## config.mk

```make
export PLATFORM = sky130hd
export DESIGN_NAME = lcd_result_writer
export DESIGN_NICKNAME = d
export VERILOG_FILES = /design/src/rtl/lcd_result_writer.sv
export SDC_FILE = /design/constraint.sdc
export NUM_CORES = 1
export LEC_CHECK = 0
export ABC_AREA = 1
export BUFFER_PORTS_ARGS = -buffer_cell sky130_fd_sc_hd__buf_2
export CAP_MARGIN = 20
export CORE_MARGIN = 4
export CORE_UTILIZATION = 55
export DETAILED_ROUTE_END_ITERATION = 8
export PLACE_DENSITY = 0.71
export REMOVE_ABC_BUFFERS = 1
export SYNTH_ARGS = -nofsm -noshare
export SYNTH_HDL_FRONTEND = slang
export SYNTH_SLANG_ARGS = --single-unit
```

## constraint.sdc

```tcl
create_clock -name clk -period 3 [get_ports clk]
set_input_delay 0 -clock clk [delete_from_list [all_inputs] [get_ports clk]]
set_output_delay 0 -clock clk [all_outputs]
set_load 0.005 [all_outputs]
```

## src/rtl/lcd_result_writer.sv

```systemverilog
// lcd_result_writer
// Takes a 16-bit result and shows it on an HD44780-compatible 16x2 LCD. The
// LCD is driven in 8-bit mode and is only ever written, never read. After
// power-up the block runs the LCD init sequence. Each new show request
// converts the value to decimal and writes a sign plus five digits at line 1,
// column 0.
module lcd_result_writer #(
    parameter int POWERUP_CYCLES    = 750000,
    parameter int EN_CYCLES         = 25,
    parameter int CMD_WAIT_CYCLES   = 2500,
    parameter int CLEAR_WAIT_CYCLES = 100000
) (
    input  logic        clk,
    input  logic        reset,
    input  logic [15:0] value,
    input  logic        value_valid,
    input  logic        signed_mode,
    output logic        busy,
    output logic [7:0]  lcd_data,
    output logic        lcd_rs,
    output logic        lcd_rw,
    output logic        lcd_en
);

    localparam int CNT_W = 24;
    localparam logic [CNT_W-1:0] CNT_ZERO   = CNT_W'(0);
    localparam logic [CNT_W-1:0] CNT_ONE    = CNT_W'(1);
    localparam logic [CNT_W-1:0] PWR_LOAD   = CNT_W'(POWERUP_CYCLES - 1);
    localparam logic [CNT_W-1:0] EN_LOAD    = CNT_W'(EN_CYCLES - 1);
    localparam logic [CNT_W-1:0] CMD_LOAD   = CNT_W'(CMD_WAIT_CYCLES - 1);
    localparam logic [CNT_W-1:0] CLR_LOAD   = CNT_W'(CLEAR_WAIT_CYCLES - 1);
    localparam logic [CNT_W-1:0] SHIFT_LOAD = CNT_W'(15);

    typedef enum logic [2:0] {
        ST_POWERUP = 3'd0,
        ST_INIT    = 3'd1,
        ST_IDLE    = 3'd2,
        ST_CONVERT = 3'd3,
        ST_SETADDR = 3'd4,
        ST_CHARS   = 3'd5
    } state_t;

    // The phases of a single LCD transfer.
    typedef enum logic [1:0] {
        W_SETUP = 2'd0,
        W_EN    = 2'd1,
        W_HOLD  = 2'd2,
        W_DONE  = 2'd3
    } wphase_t;

    state_t            state_r, state_nxt_s;
    wphase_t           wphase_r, wphase_nxt_s;
    logic [CNT_W-1:0]  cnt_r, cnt_nxt_s;
    logic [2:0]        idx_r, idx_nxt_s;

    logic              load_s;
    logic              start_conv_s;
    logic              commit_s;
    logic              writing_s;
    logic              is_clear_s;
    logic [7:0]        byte_s;
    logic              rs_s;

    logic              valid_d_r;
    logic              pending_r;
    logic [15:0]       shown_value_r;
    logic [15:0]       latched_r;
    logic [19:0]       bcd_r;
    logic [15:0]       bin_r;
    logic [7:0]        sign_r;

    logic              neg_s;
    logic [15:0]       mag_s;
    logic [15:0]       cmp_s;
    logic              req_s;
    logic [35:0]       dd_s;

    // Does one double-dabble step. Each BCD digit of 5 or more gets 3 added,
    // and then the whole {bcd, bin} pair shifts left by one bit.
    function automatic logic [35:0] dd_step(input logic [19:0] bcd_in,
                                            input logic [15:0] bin_in);
        logic [19:0] adj;
        adj = bcd_in;
        for (int k = 0; k < 5; k++) begin
            if (adj[4*k +: 4] >= 4'd5) begin
                adj[4*k +: 4] = adj[4*k +: 4] + 4'd3;
            end else begin
                adj[4*k +: 4] = adj[4*k +: 4];
            end
        end
        return {adj[18:0], bin_in, 1'b0};
    endfunction

    // Returns the ASCII character at position pos of the 6-character field.
    // Position 0 is the sign. A leading zero is shown as a blank. The units
    // digit is always printed.
    function automatic logic [7:0] char_at(input logic [2:0]  pos,
                                           input logic [19:0] bcd,
                                           input logic [7:0]  sign);
        logic [7:0] c;
        case (pos)
            3'd0:    c = sign;
            3'd1:    c = (bcd[19:16] == 4'd0)  ? 8'h20 : {4'h3, bcd[19:16]};
            3'd2:    c = (bcd[19:12] == 8'd0)  ? 8'h20 : {4'h3, bcd[15:12]};
            3'd3:    c = (bcd[19:8]  == 12'd0) ? 8'h20 : {4'h3, bcd[11:8]};
            3'd4:    c = (bcd[19:4]  == 16'd0) ? 8'h20 : {4'h3, bcd[7:4]};
            default: c = {4'h3, bcd[3:0]};
        endcase
        return c;
    endfunction

    assign lcd_rw = 1'b0;

    // Compute the magnitude and detect a new request.
    always_comb begin
        neg_s = signed_mode & value[15];
        if (neg_s) begin
            mag_s = ~value + 16'd1;
        end else begin
            mag_s = value;
        end
        // While an update is running, compare against the value being written.
        // A steady input then does not queue a repeat of the same update.
        if ((state_r == ST_CONVERT) || (state_r == ST_SETADDR) || (state_r == ST_CHARS)) begin
            cmp_s = latched_r;
        end else begin
            cmp_s = shown_value_r;
        end
        req_s = value_valid & (~valid_d_r | (value != cmp_s));
        dd_s  = dd_step(bcd_r, bin_r);
    end

    // Next-state logic for the main FSM and for the write engine.
    always_comb begin
        state_nxt_s  = state_r;
        wphase_nxt_s = wphase_r;
        cnt_nxt_s    = cnt_r;
        idx_nxt_s    = idx_r;
        load_s       = 1'b0;
        start_conv_s = 1'b0;
        commit_s     = 1'b0;
        writing_s    = (state_r == ST_INIT) || (state_r == ST_SETADDR) || (state_r == ST_CHARS);
        is_clear_s   = (state_r == ST_INIT) && (idx_r == 3'd3);

        if (writing_s) begin
            case (wphase_r)
                W_SETUP: begin
                    wphase_nxt_s = W_EN;
                    cnt_nxt_s    = EN_LOAD;
                end
                W_EN: begin
                    if (cnt_r == CNT_ZERO) begin
                        wphase_nxt_s = W_HOLD;
                        cnt_nxt_s    = is_clear_s ? CLR_LOAD : CMD_LOAD;
                    end else begin
                        cnt_nxt_s = cnt_r - CNT_ONE;
                    end
                end
                W_HOLD: begin
                    if (cnt_r == CNT_ZERO) begin
                        wphase_nxt_s = W_DONE;
                    end else begin
                        cnt_nxt_s = cnt_r - CNT_ONE;
                    end
                end
                default: wphase_nxt_s = W_DONE;
            endcase
        end else begin
            wphase_nxt_s = wphase_r;
        end

        case (state_r)
            ST_POWERUP: begin
                if (cnt_r == CNT_ZERO) begin
                    state_nxt_s  = ST_INIT;
                    idx_nxt_s    = 3'd0;
                    wphase_nxt_s = W_SETUP;
                    load_s       = 1'b1;
                end else begin
                    cnt_nxt_s = cnt_r - CNT_ONE;
                end
            end
            ST_INIT: begin
                if (wphase_r == W_DONE) begin
                    if (idx_r == 3'd3) begin
                        state_nxt_s = ST_IDLE;
                    end else begin
                        idx_nxt_s    = idx_r + 3'd1;
                        wphase_nxt_s = W_SETUP;
                        load_s       = 1'b1;
                    end
                end else begin
                    state_nxt_s = ST_INIT;
                end
            end
            ST_IDLE: begin
                if (req_s || pending_r) begin
                    state_nxt_s  = ST_CONVERT;
                    cnt_nxt_s    = SHIFT_LOAD;
                    start_conv_s = 1'b1;
                end else begin
                    state_nxt_s = ST_IDLE;
                end
            end
            ST_CONVERT: begin
                if (cnt_r == CNT_ZERO) begin
                    state_nxt_s  = ST_SETADDR;
                    wphase_nxt_s = W_SETUP;
                    load_s       = 1'b1;
                end else begin
                    cnt_nxt_s = cnt_r - CNT_ONE;
                end
            end
            ST_SETADDR: begin
                if (wphase_r == W_DONE) begin
                    state_nxt_s  = ST_CHARS;
                    idx_nxt_s    = 3'd0;
                    wphase_nxt_s = W_SETUP;
                    load_s       = 1'b1;
                end else begin
                    state_nxt_s = ST_SETADDR;
                end
            end
            ST_CHARS: begin
                if (wphase_r == W_DONE) begin
                    if (idx_r == 3'd5) begin
                        state_nxt_s = ST_IDLE;
                        commit_s    = 1'b1;
                    end else begin
                        idx_nxt_s    = idx_r + 3'd1;
                        wphase_nxt_s = W_SETUP;
                        load_s       = 1'b1;
                    end
                end else begin
                    state_nxt_s = ST_CHARS;
                end
            end
            default: begin
                state_nxt_s = ST_POWERUP;
                cnt_nxt_s   = PWR_LOAD;
            end
        endcase
    end

    // Select the byte and the RS value for the transfer that starts next.
    always_comb begin
        byte_s = 8'h00;
        rs_s   = 1'b0;
        case (state_nxt_s)
            ST_INIT: begin
                case (idx_nxt_s)
                    3'd0:    byte_s = 8'h38;
                    3'd1:    byte_s = 8'h0C;
                    3'd2:    byte_s = 8'h06;
                    default: byte_s = 8'h01;
                endcase
            end
            ST_SETADDR: byte_s = 8'h80;
            ST_CHARS: begin
                rs_s   = 1'b1;
                byte_s = char_at(idx_nxt_s, bcd_r, sign_r);
            end
            default: begin
                byte_s = 8'h00;
                rs_s   = 1'b0;
            end
        endcase
    end

    // Registers for the FSM state, the write phase, the counter and the index.
    always_ff @(posedge clk) begin
        if (reset) begin
            state_r  <= ST_POWERUP;
            wphase_r <= W_DONE;
            cnt_r    <= PWR_LOAD;
            idx_r    <= 3'd0;
        end else begin
            state_r  <= state_nxt_s;
            wphase_r <= wphase_nxt_s;
            cnt_r    <= cnt_nxt_s;
            idx_r    <= idx_nxt_s;
        end
    end

    // Registered LCD and busy outputs. Data and RS are held until the next transfer.
    always_ff @(posedge clk) begin
        if (reset) begin
            busy     <= 1'b1;
            lcd_en   <= 1'b0;
            lcd_rs   <= 1'b0;
            lcd_data <= 8'h00;
        end else begin
            busy   <= (state_nxt_s != ST_IDLE);
            lcd_en <= (wphase_nxt_s == W_EN);
            if (load_s) begin
                lcd_data <= byte_s;
                lcd_rs   <= rs_s;
            end else begin
                lcd_data <= lcd_data;
                lcd_rs   <= lcd_rs;
            end
        end
    end

    // Request bookkeeping. Requests that arrive while busy collapse into one
    // pending flag.
    always_ff @(posedge clk) begin
        if (reset) begin
            valid_d_r     <= 1'b0;
            pending_r     <= 1'b0;
            shown_value_r <= 16'h0000;
        end else begin
            valid_d_r <= value_valid;
            if (start_conv_s) begin
                pending_r <= 1'b0;
            end else if (req_s && (state_r != ST_IDLE)) begin
                pending_r <= 1'b1;
            end else begin
                pending_r <= pending_r;
            end
            if (commit_s) begin
                shown_value_r <= latched_r;
            end else begin
                shown_value_r <= shown_value_r;
            end
        end
    end

    // Binary to BCD conversion. The value is latched on entry, then shifted
    // once per cycle for 16 cycles.
    always_ff @(posedge clk) begin
        if (reset) begin
            latched_r <= 16'h0000;
            bcd_r     <= 20'h00000;
            bin_r     <= 16'h0000;
            sign_r    <= 8'h20;
        end else if (start_conv_s) begin
            latched_r <= value;
            bcd_r     <= 20'h00000;
            bin_r     <= mag_s;
            sign_r    <= neg_s ? 8'h2D : 8'h20;
        end else if (state_r == ST_CONVERT) begin
            bcd_r <= dd_s[35:16];
            bin_r <= dd_s[15:0];
        end else begin
            bcd_r <= bcd_r;
            bin_r <= bin_r;
        end
    end

endmodule
```

---- Yosys cells after proc, flatten, opt, wreduce, memory -nomap -nowiden ----
Index checks and enable logic that the tools add are counted.
storage, ports and cells
  bits in registers ....................... 121
  bits of input ports ..................... 20
  output and inout port bits .............. 12
  word-level logic and storage cells ...... 138
operators by class
  add/sub/neg operators ................... 8
  $lt $le $gt $ge ......................... 5
  equality and inequality tests ........... 21
  multiplexer cells ....................... 65
  bitwise logic cells ..................... 5
  reductions and logical operators ........ 19
operators with widths
  cell                                                                    number
  24-bit one-hot mux with 3 select lines                                  2
  24-bit two-way mux                                                      5
  16-bit two-way mux                                                      4
  8-bit one-hot mux with 5 select lines                                   1
  3-bit two-way mux                                                       13
  24-bit zero test                                                        1
  8-bit one-hot mux with 3 select lines                                   1
  24-bit by 1-bit subtractor with 24-bit output (second input constant)   1
  4-bit by 3-bit >= comparator with 1-bit output (second input constant)  5
  4-bit two-way mux                                                       5
  5-bit two-way mux                                                       4
  3-bit == test (second input constant)                                   6
  2-bit two-way mux                                                       9
  3-bit one-hot mux with 6 select lines                                   1
  6-bit one-hot mux with 3 select lines                                   1
  17-bit two-way mux                                                      1
  16-bit by 1-bit adder with 16-bit output (second input constant)        1
  4-bit by 2-bit adder with 4-bit output (second input constant)          4
  16-bit zero test                                                        1
  16-bit != test                                                          1
  16-bit NOT                                                              1
  3-bit by 2-bit == test with 1-bit output (second input constant)        5
  1-bit two-way mux                                                       14
  12-bit zero test                                                        1
  other kinds (22)                                                        35

---- Longest topological paths before layout ----
Gate-level depths: netlist of the first run.
  word-level depth ........................ 12
  gate-level depth with buffers ........... 20
  depth with buffers taken out ............ 19

---- Worst setup path after synthesis of the first run ----
No wires, ideal clock.
  kind .................................... register to register
  start point ............................. register cnt_r[0]
  end point ............................... register cnt_r[15]
  setup time .............................. 0.116 ns
  arrival time ............................ 2.279 ns
  data required time ...................... 2.884 ns
  path slack .............................. 0.605 ns
  stages on the path, launching flop included .. 14
  path buffers ............................ 1
  cell sequence ........................... dfxtp_1 -> inv_1 -> ha_1 -> nand3_1 -> nor3_1 -> nand3_1 -> nor2_2 -> inv_1 -> nand2_1 -> inv_1 -> clkbuf_1 -> o21ai_0 -> nand2_1 -> and3_1
on the way
  word-level cells in the longest chain between the ends .. 6
ends and longest elaborated chain
  item                                                                               RTL line       source
  start, declared                                                                    53             logic [CNT_W-1:0] cnt_r, cnt_nxt_s;
  start signal, assigned                                                             280            cnt_r <= cnt_nxt_s;
  24-bit by 1-bit subtractor with 24-bit output or 24-bit zero test (tied branches)  n/a
  24-bit two-way mux (on tied branches)                                              160, 152
  24-bit one-hot mux with 3 select lines                                             146            case (wphase_r)
  24-bit two-way mux                                                                 145            if (writing_s) begin
  24-bit two-way mux (on tied branches)                                              174, 206, 197
  24-bit one-hot mux with 3 select lines (*)                                         172            case (state_r)
Mark *: on every way between the ends. The rest lies on a longest branch, timed or not.
A chain may end at the register's enable or synchronous reset.

---- Worst setup path in the final report of the first run ----
Same ends and word-level chain as after synthesis.

==> run metrics, run 1 <==
status complete, no violations; FF-to-FF path depth 12; Syn Inst Count 1142; num rows 41; Max Clock Skew 7.575 ps; Min-Delay Path Class input port to register; most common flop cell mapped by yosys dfxtp_1; clk buf depth 2; Nets 1232; CTS sink count 113; Slew @ Worst Pin 634.8 ps; PwrDens 432.1 nW/um2; hold path depth 2; Initial Util 56.75%; Final ANT Viol Nets 0; via count 7441; die height 122.8 um; Synth async-reset ratio 0%; clock-pin slew on the worst setup and hold paths 60 ps; maxcap violations 0; core footprint 12770 um2; yosys warns 0; WP data required 3300 ps; layout cells sized above 1 9.046%; drt pass-1 iters 6; Top-Level Pins 32; Syn-to-layout area delta 15.52%; WS Path Type register to register; ranking of synthesized cells by area dfxtp_1 (31%), nand2_1 (12%), nor2_1 (7.6%); post-synth top area cell dfxtp_1; worst slack, placed 69.96 ps; Final setup viols 0; Port Buf Inserts 29; R2R setup slack 160 ps; worst-path maximum fanout 11; EDFF count, synth 0; CTS tree built; sequential area share after synthesis 31.20%; antenna violations before repair 0; Residual DRC 0; GPL Wtd Cong 0.9718; post-DP HPWL 13410 um; Final Cycle Share 94.66%; fin. max-slew vios 0; Detailed Route WL 19530 um; Netlist cell types 41; Root Driver clkbuf_16; Tmin final 2840 ps; ant diodes 0; Setup crit end kind register; Worst setup SP type register; Critical R2R Capture cnt_r[15]$_SDFF_PP0_; WHS Endpoint valid_d_r$_SDFF_PP0_; Netlist Area Pre-Place 7249 um2; Leak Pwr 3.633 nW; max frequency 352.1 MHz; GRT Overall Usage 26.73%; CTS buffer count 17; Rel. slew slack 57.68%; Reg2Reg Launch Point cnt_r[0]$_SDFF_PP1_; count leader, synth nand2_1; CP arrival 3140 ps; Final WS setup 160.1 ps; Avg WL per Cell 14.18 um; first-pass GRT wire length 32260 um; unrepaired setup endpoints after global routing yes; top cell type's share of synthesized area 31.20%; H-tree depth 4; Initial DRC Count 716; Commonest cells post-synth nand2_1 (224), nor2_1 (146), inv_1 (141); vias in the first global route 6690; Overflow after GRT 0; largest net degree at the start of global routing 35; total power 3.618 mW; die area 15080 um2; hold violation total from the final report 0; clock latency at the later pin of the worst-skew pair 420 ps; Yosys reg bits 113; HP Start reset; syn_area_per_cell 6.348 um2; peak supply drop 476.4 uV; Via density 5.404; die width 122.8 um
==> metal layers <==
layer / track usage (%) / part of all wire [%] / up-vias / wire [um]
met5: 0 / 0 / - / 0
met4: 8.747 / 1.9 / 0 / 370
met3: 6.313 / 6.0 / 41 / 1171
met2: 43.08 / 46 / 239 / 8932
met1: 35.24 / 46 / 3335 / 9054
li1: - / - / 3826 / -
==> final cells by class <==
cell class	instances	area [um2]
repair buffers	73	533.0
flip-flops and latches	113	2262
well taps	172	215.2
multi-input cells	841	4243
fillers	1178	4399
clock inverters	13	140.1
clock buffers	18	429.2
inverters	147	551.8
==> report_power, final <==
group          internal [mW]  total (mW)  switching (mW)
sequential              1.51        1.51         0.00424
combinational         0.0612       0.162           0.101
clock                   1.22        1.95           0.730
==> flip-flops by register name (all words and copies together), names as in the netlist <==
signal,flops
wphase_r,2
sign_r,1
lcd_rs,1
valid_d_r,1
busy,1
idx_r,3
bin_r,16
lcd_en,1
bcd_r,20
lcd_data,7
pending_r,1
cnt_r,24
shown_value_r,16
state_r,3
latched_r,16
==> timing repair <==
action                     CTS  global route
setup endpoints to repair    0            48
hold endpoints to repair    21             0
gates resized for setup      0             5
hold buffers                18             0
buffers inserted             0             2
==> critical path: stages, from the launching register on <==
cell     delay [ps]
dfxtp_1         320
inv_1           100
ha_1            210
nand3_1         160
nor3_1          400
nand3_1         270
nor2_4          330
inv_1           160
nand2_1         110
inv_1           200
o21ai_0         230
nand2_1          60
and3_1          170
==> stage by stage <==
stage | cell area (um2) | instances | TNS [ps] | hold WS [ps] | util, %
after floorplan | 7033 | 1101 | -14620 | 69.07 | -
after global placement | 7586 | 1326 | 0 | 246.0 | 59.39
after detailed placement | 7586 | 1326 | 0 | 249.1 | 59.39
after CTS | 8335 | 1375 | 0 | 91.08 | 65.26
after global routing | 8374 | 1377 | -583.2 | 111.1 | 65.56
final | 8374 | 1377 | 0 | 96.58 | 65.56
==> how the worst max path moves through the flow <==
| stage | start | end | slack (ps) | depth (start not counted) |
|---|---|---|---|---|
| floorplan | state_r[1]$_SDFF_PP0_ | cnt_r[0]$_SDFF_PP1_ | -660 | 15 |
| global placement | cnt_r[0]$_SDFF_PP1_ | cnt_r[15]$_SDFF_PP0_ | 70 | 12 |
| detailed placement | cnt_r[0]$_SDFF_PP1_ | cnt_r[15]$_SDFF_PP0_ | 70 | 12 |
| CTS | cnt_r[0]$_SDFF_PP1_ | cnt_r[15]$_SDFF_PP0_ | 50 | 12 |
| global route | cnt_r[0]$_SDFF_PP1_ | cnt_r[16]$_SDFF_PP1_ | -110 | 14 |
| finish | cnt_r[0]$_SDFF_PP1_ | cnt_r[15]$_SDFF_PP0_ | 160 | 12 |
==> cell families after synthesis <==
group                      Yosys count  share of synthesized area [%]
buffers and inverters              189                          10.65
and+or+nand+nor                    533                          31.43
DFF                                113                          31.20
AOI/OAI and AO/OA                  242                          17.95
adders and majority gates           19                          3.279
other                                1                        0.05173
xor gates and xnor gates            45                          5.437
==> cells in the final DEF, fill, tap and decap left out, types with 4 or more instances in the layout <==
master / n
a31oi_1: 6
ha_1: 19
dfxtp_1: 113
nor3_1: 21
a21oi_1: 92
inv_1: 141
xnor2_1: 6
o22ai_1: 6
dlygate4sd3_1: 18
o21ai_0: 92
buf_2: 29
nor2_1: 146
nand2_1: 224
nand4_1: 11
nand3_1: 108
o21ai_1: 17
nand2_4: 4
buf_4: 25
or2_2: 6
clkbuf_16: 17
clkinvlp_4: 4
a211oi_1: 7
xor2_1: 39
o211ai_1: 12
Power figures use the tool's default switching activity.
==> inputs of run 2 (changes only) <==
- CORE_UTILIZATION: 55 -> 60
- PLACE_DENSITY: 0.71 -> 0.77
==> run metrics, run 2 (synthesis results as in run 1) <==
most frequent cells in the layout nand2_1 (224), nor2_1 (145), inv_1 (141), dfxtp_1 (111), nand3_1 (108) (was nand2_1 (224), nor2_1 (146), inv_1 (141), dfxtp_1 (113), nand3_1 (108)); Syn-to-layout area delta 15.24% (was 15.52%); worst-path maximum fanout 7 (was 11); Reg2Reg Launch Point cnt_r[0]$_SDFF_PP1_ (unchanged); final core utilization 71.93% (was 65.56%); Initial Util 62.42% (was 56.75%); layout cells sized above 1 9.144% (was 9.046%); die width 117.9 um (was 122.8 um); via count 7584 (was 7441); Top Registers cnt_r x24, bcd_r x20 (unchanged); Overflow after GRT 0 (unchanged); R2R setup slack 250 ps (was 160 ps); Rel. slew slack 44.95% (was 57.68%); post-DP HPWL 13710 um (was 13410 um); hold violation total from the final report 0 (unchanged); core footprint 11610 um2 (was 12770 um2); max frequency 363.5 MHz (was 352.1 MHz); WHS Endpoint idx_r[1]$_SDFF_PP0_ (was valid_d_r$_SDFF_PP0_); drt pass-1 iters 7 (was 6); Final Cycle Share 91.70% (was 94.66%); CTS tree built (unchanged); CTS sink count 113 (unchanged); fin. max-slew vios 0 (unchanged); GRT Overall Usage 28.60% (was 26.73%); peak supply drop 430.1 uV (was 476.4 uV); ant diodes 0 (unchanged); Min-Delay Path Class input port to register (unchanged); Detailed Route WL 19940 um (was 19530 um); clock-pin slew on the worst setup and hold paths 50 ps (was 60 ps); vias in the first global route 6824 (was 6690); Critical R2R Capture cnt_r[8]$_SDFF_PP1_ (was cnt_r[15]$_SDFF_PP0_); clk buf depth 2 (unchanged); Slew @ Worst Pin 821.3 ps (was 634.8 ps); Final ANT Viol Nets 0 (unchanged); Leak Pwr 3.625 nW (was 3.633 nW); max reg flops 24 (unchanged); hold_ws 106.0 ps (was 96.58 ps); Residual DRC 0 (unchanged); H-tree depth 4 (unchanged); PwrDens 443.3 nW/um2 (was 432.1 nW/um2); commonest non-fill, non-tap cell in the layout nand2_1 (unchanged); clock latency at the later pin of the worst-skew pair 420 ps (about the same); num rows 39 (was 41); Worst setup SP type register (unchanged); status complete, no violations (unchanged); Tmin final 2751 ps (was 2840 ps); first-pass GRT wire length 33120 um (was 32260 um); CTS buffer count 17 (unchanged); largest net degree at the start of global routing 48 (was 35); Max Clock Skew 5.090 ps (was 7.575 ps); hold path depth 2 (unchanged); Setup crit end kind register (unchanged); Largest Register cnt_r (unchanged); Top-Level Pins 32 (unchanged); Port Buf Inserts 29 (unchanged); die height 117.9 um (was 122.8 um); HP Start reset (unchanged); unrepaired setup endpoints after global routing no (was yes); GPL Wtd Cong 0.9626 (was 0.9718); FF-to-FF path depth 15 (was 12); Nets 1229 (was 1232); Via density 5.634 (was 5.404); Root Driver clkbuf_16 (unchanged); Final setup viols 0 (unchanged); CP arrival 3060 ps (was 3140 ps); die area 13910 um2 (was 15080 um2); antenna violations before repair 0 (unchanged); WS Path Type register to register (unchanged); Filler Cell Count 1026 (was 1178); maxcap violations 0 (unchanged); Initial DRC Count 615 (was 716); WP data required 3310 ps (was 3300 ps); Avg WL per Cell 14.82 um (was 14.18 um)
run 2: cell types whose count changed in the layout (fill, tap and decap cells not counted), moves of 2 or more:
cell,before,now
clkinv_4,3,1
buf_4,25,20
clkbuf_8,0,3
clkinv_2,3,0
clkinvlp_4,4,7
dfxtp_1,113,111
dfxtp_2,0,2
buf_6,0,2
run 2: what timing repair did:
item,4_1_cts,5_1_grt
hold buffers,18,0
gates resized for setup,0,9
setup buffers,0,1
endpoints found under the setup margin,0,27
hold endpoints to repair,22,0
run 2: through the flow:
step	std cells	setup TNS [ps]	area (um2)	setup WS [ps]	power, mW
2_1_floorplan	1101	-14620	7033	-659.9	1.622
3_3_place_gp	1295	0	7535	303.4	1.681
3_5_place_dp	1295	0	7535	245.8	1.683
4_1_cts	1345	0	8315	226.4	3.719
5_1_grt	1346	0	8354	0.9517	3.818
6_report	1346	0	8354	249.1	3.703
run 2: how the worst max path moves through the flow:
stage | startpoint | endpoint | cells past startpoint
detailed placement | cnt_r[0]$_SDFF_PP1_ | lcd_data[4]$_SDFFE_PP0P_ | 14
global placement | cnt_r[0]$_SDFF_PP1_ | cnt_r[15]$_SDFF_PP0_ | 12
floorplan | state_r[1]$_SDFF_PP0_ | cnt_r[0]$_SDFF_PP1_ | 15
finish | cnt_r[0]$_SDFF_PP1_ | cnt_r[8]$_SDFF_PP1_ | 15
CTS | cnt_r[0]$_SDFF_PP1_ | cnt_r[11]$_SDFF_PP0_ | 15
global route | idx_r[1]$_SDFF_PP0_ | lcd_data[2]$_SDFFE_PP0P_ | 18
run 2: critical path, cell delays in order (launching register included):
cell      delay (ps)
dfxtp_1          320
inv_1            100
ha_1             220
nand3_1          170
nor3_1           310
nand3_1          260
nor2_4           250
nor2_1           160
inv_1            250
o211ai_1         140
nand2_1           70
nand2_1          120
inv_1             70
o21ai_0           60
o21ai_0           80
nand2_1           60
run 2: report_power, final:
part           internal, mW  leakage (nW)  switching, mW
logic                0.0614          2.44          0.102
clock network          1.29         0.270          0.741
registers              1.51         0.913        0.00373
total                  2.86          3.63          0.847
run 2: area by class of cell:
cell class,count,area [um2],share of cell area (%)
multi-input cells,841,4240,50.76
inverters,147,551.8,6.605
clock buffers,21,470.5,5.631
well taps,143,178.9,2.142
clock inverters,11,130.1,1.558
repair buffers,70,518.0,6.200
flip-flops and latches,113,2265,27.11
run 2: metal layers:
metal / vias up / global-route usage, % / share of wire (%)
met5: - / 0 / 0
met4: 0 / 11.21 / 2.5
met3: 55 / 5.526 / 6.2
met2: 281 / 45.02 / 46
met1: 3414 / 38.63 / 46
li1: 3834 / - / -
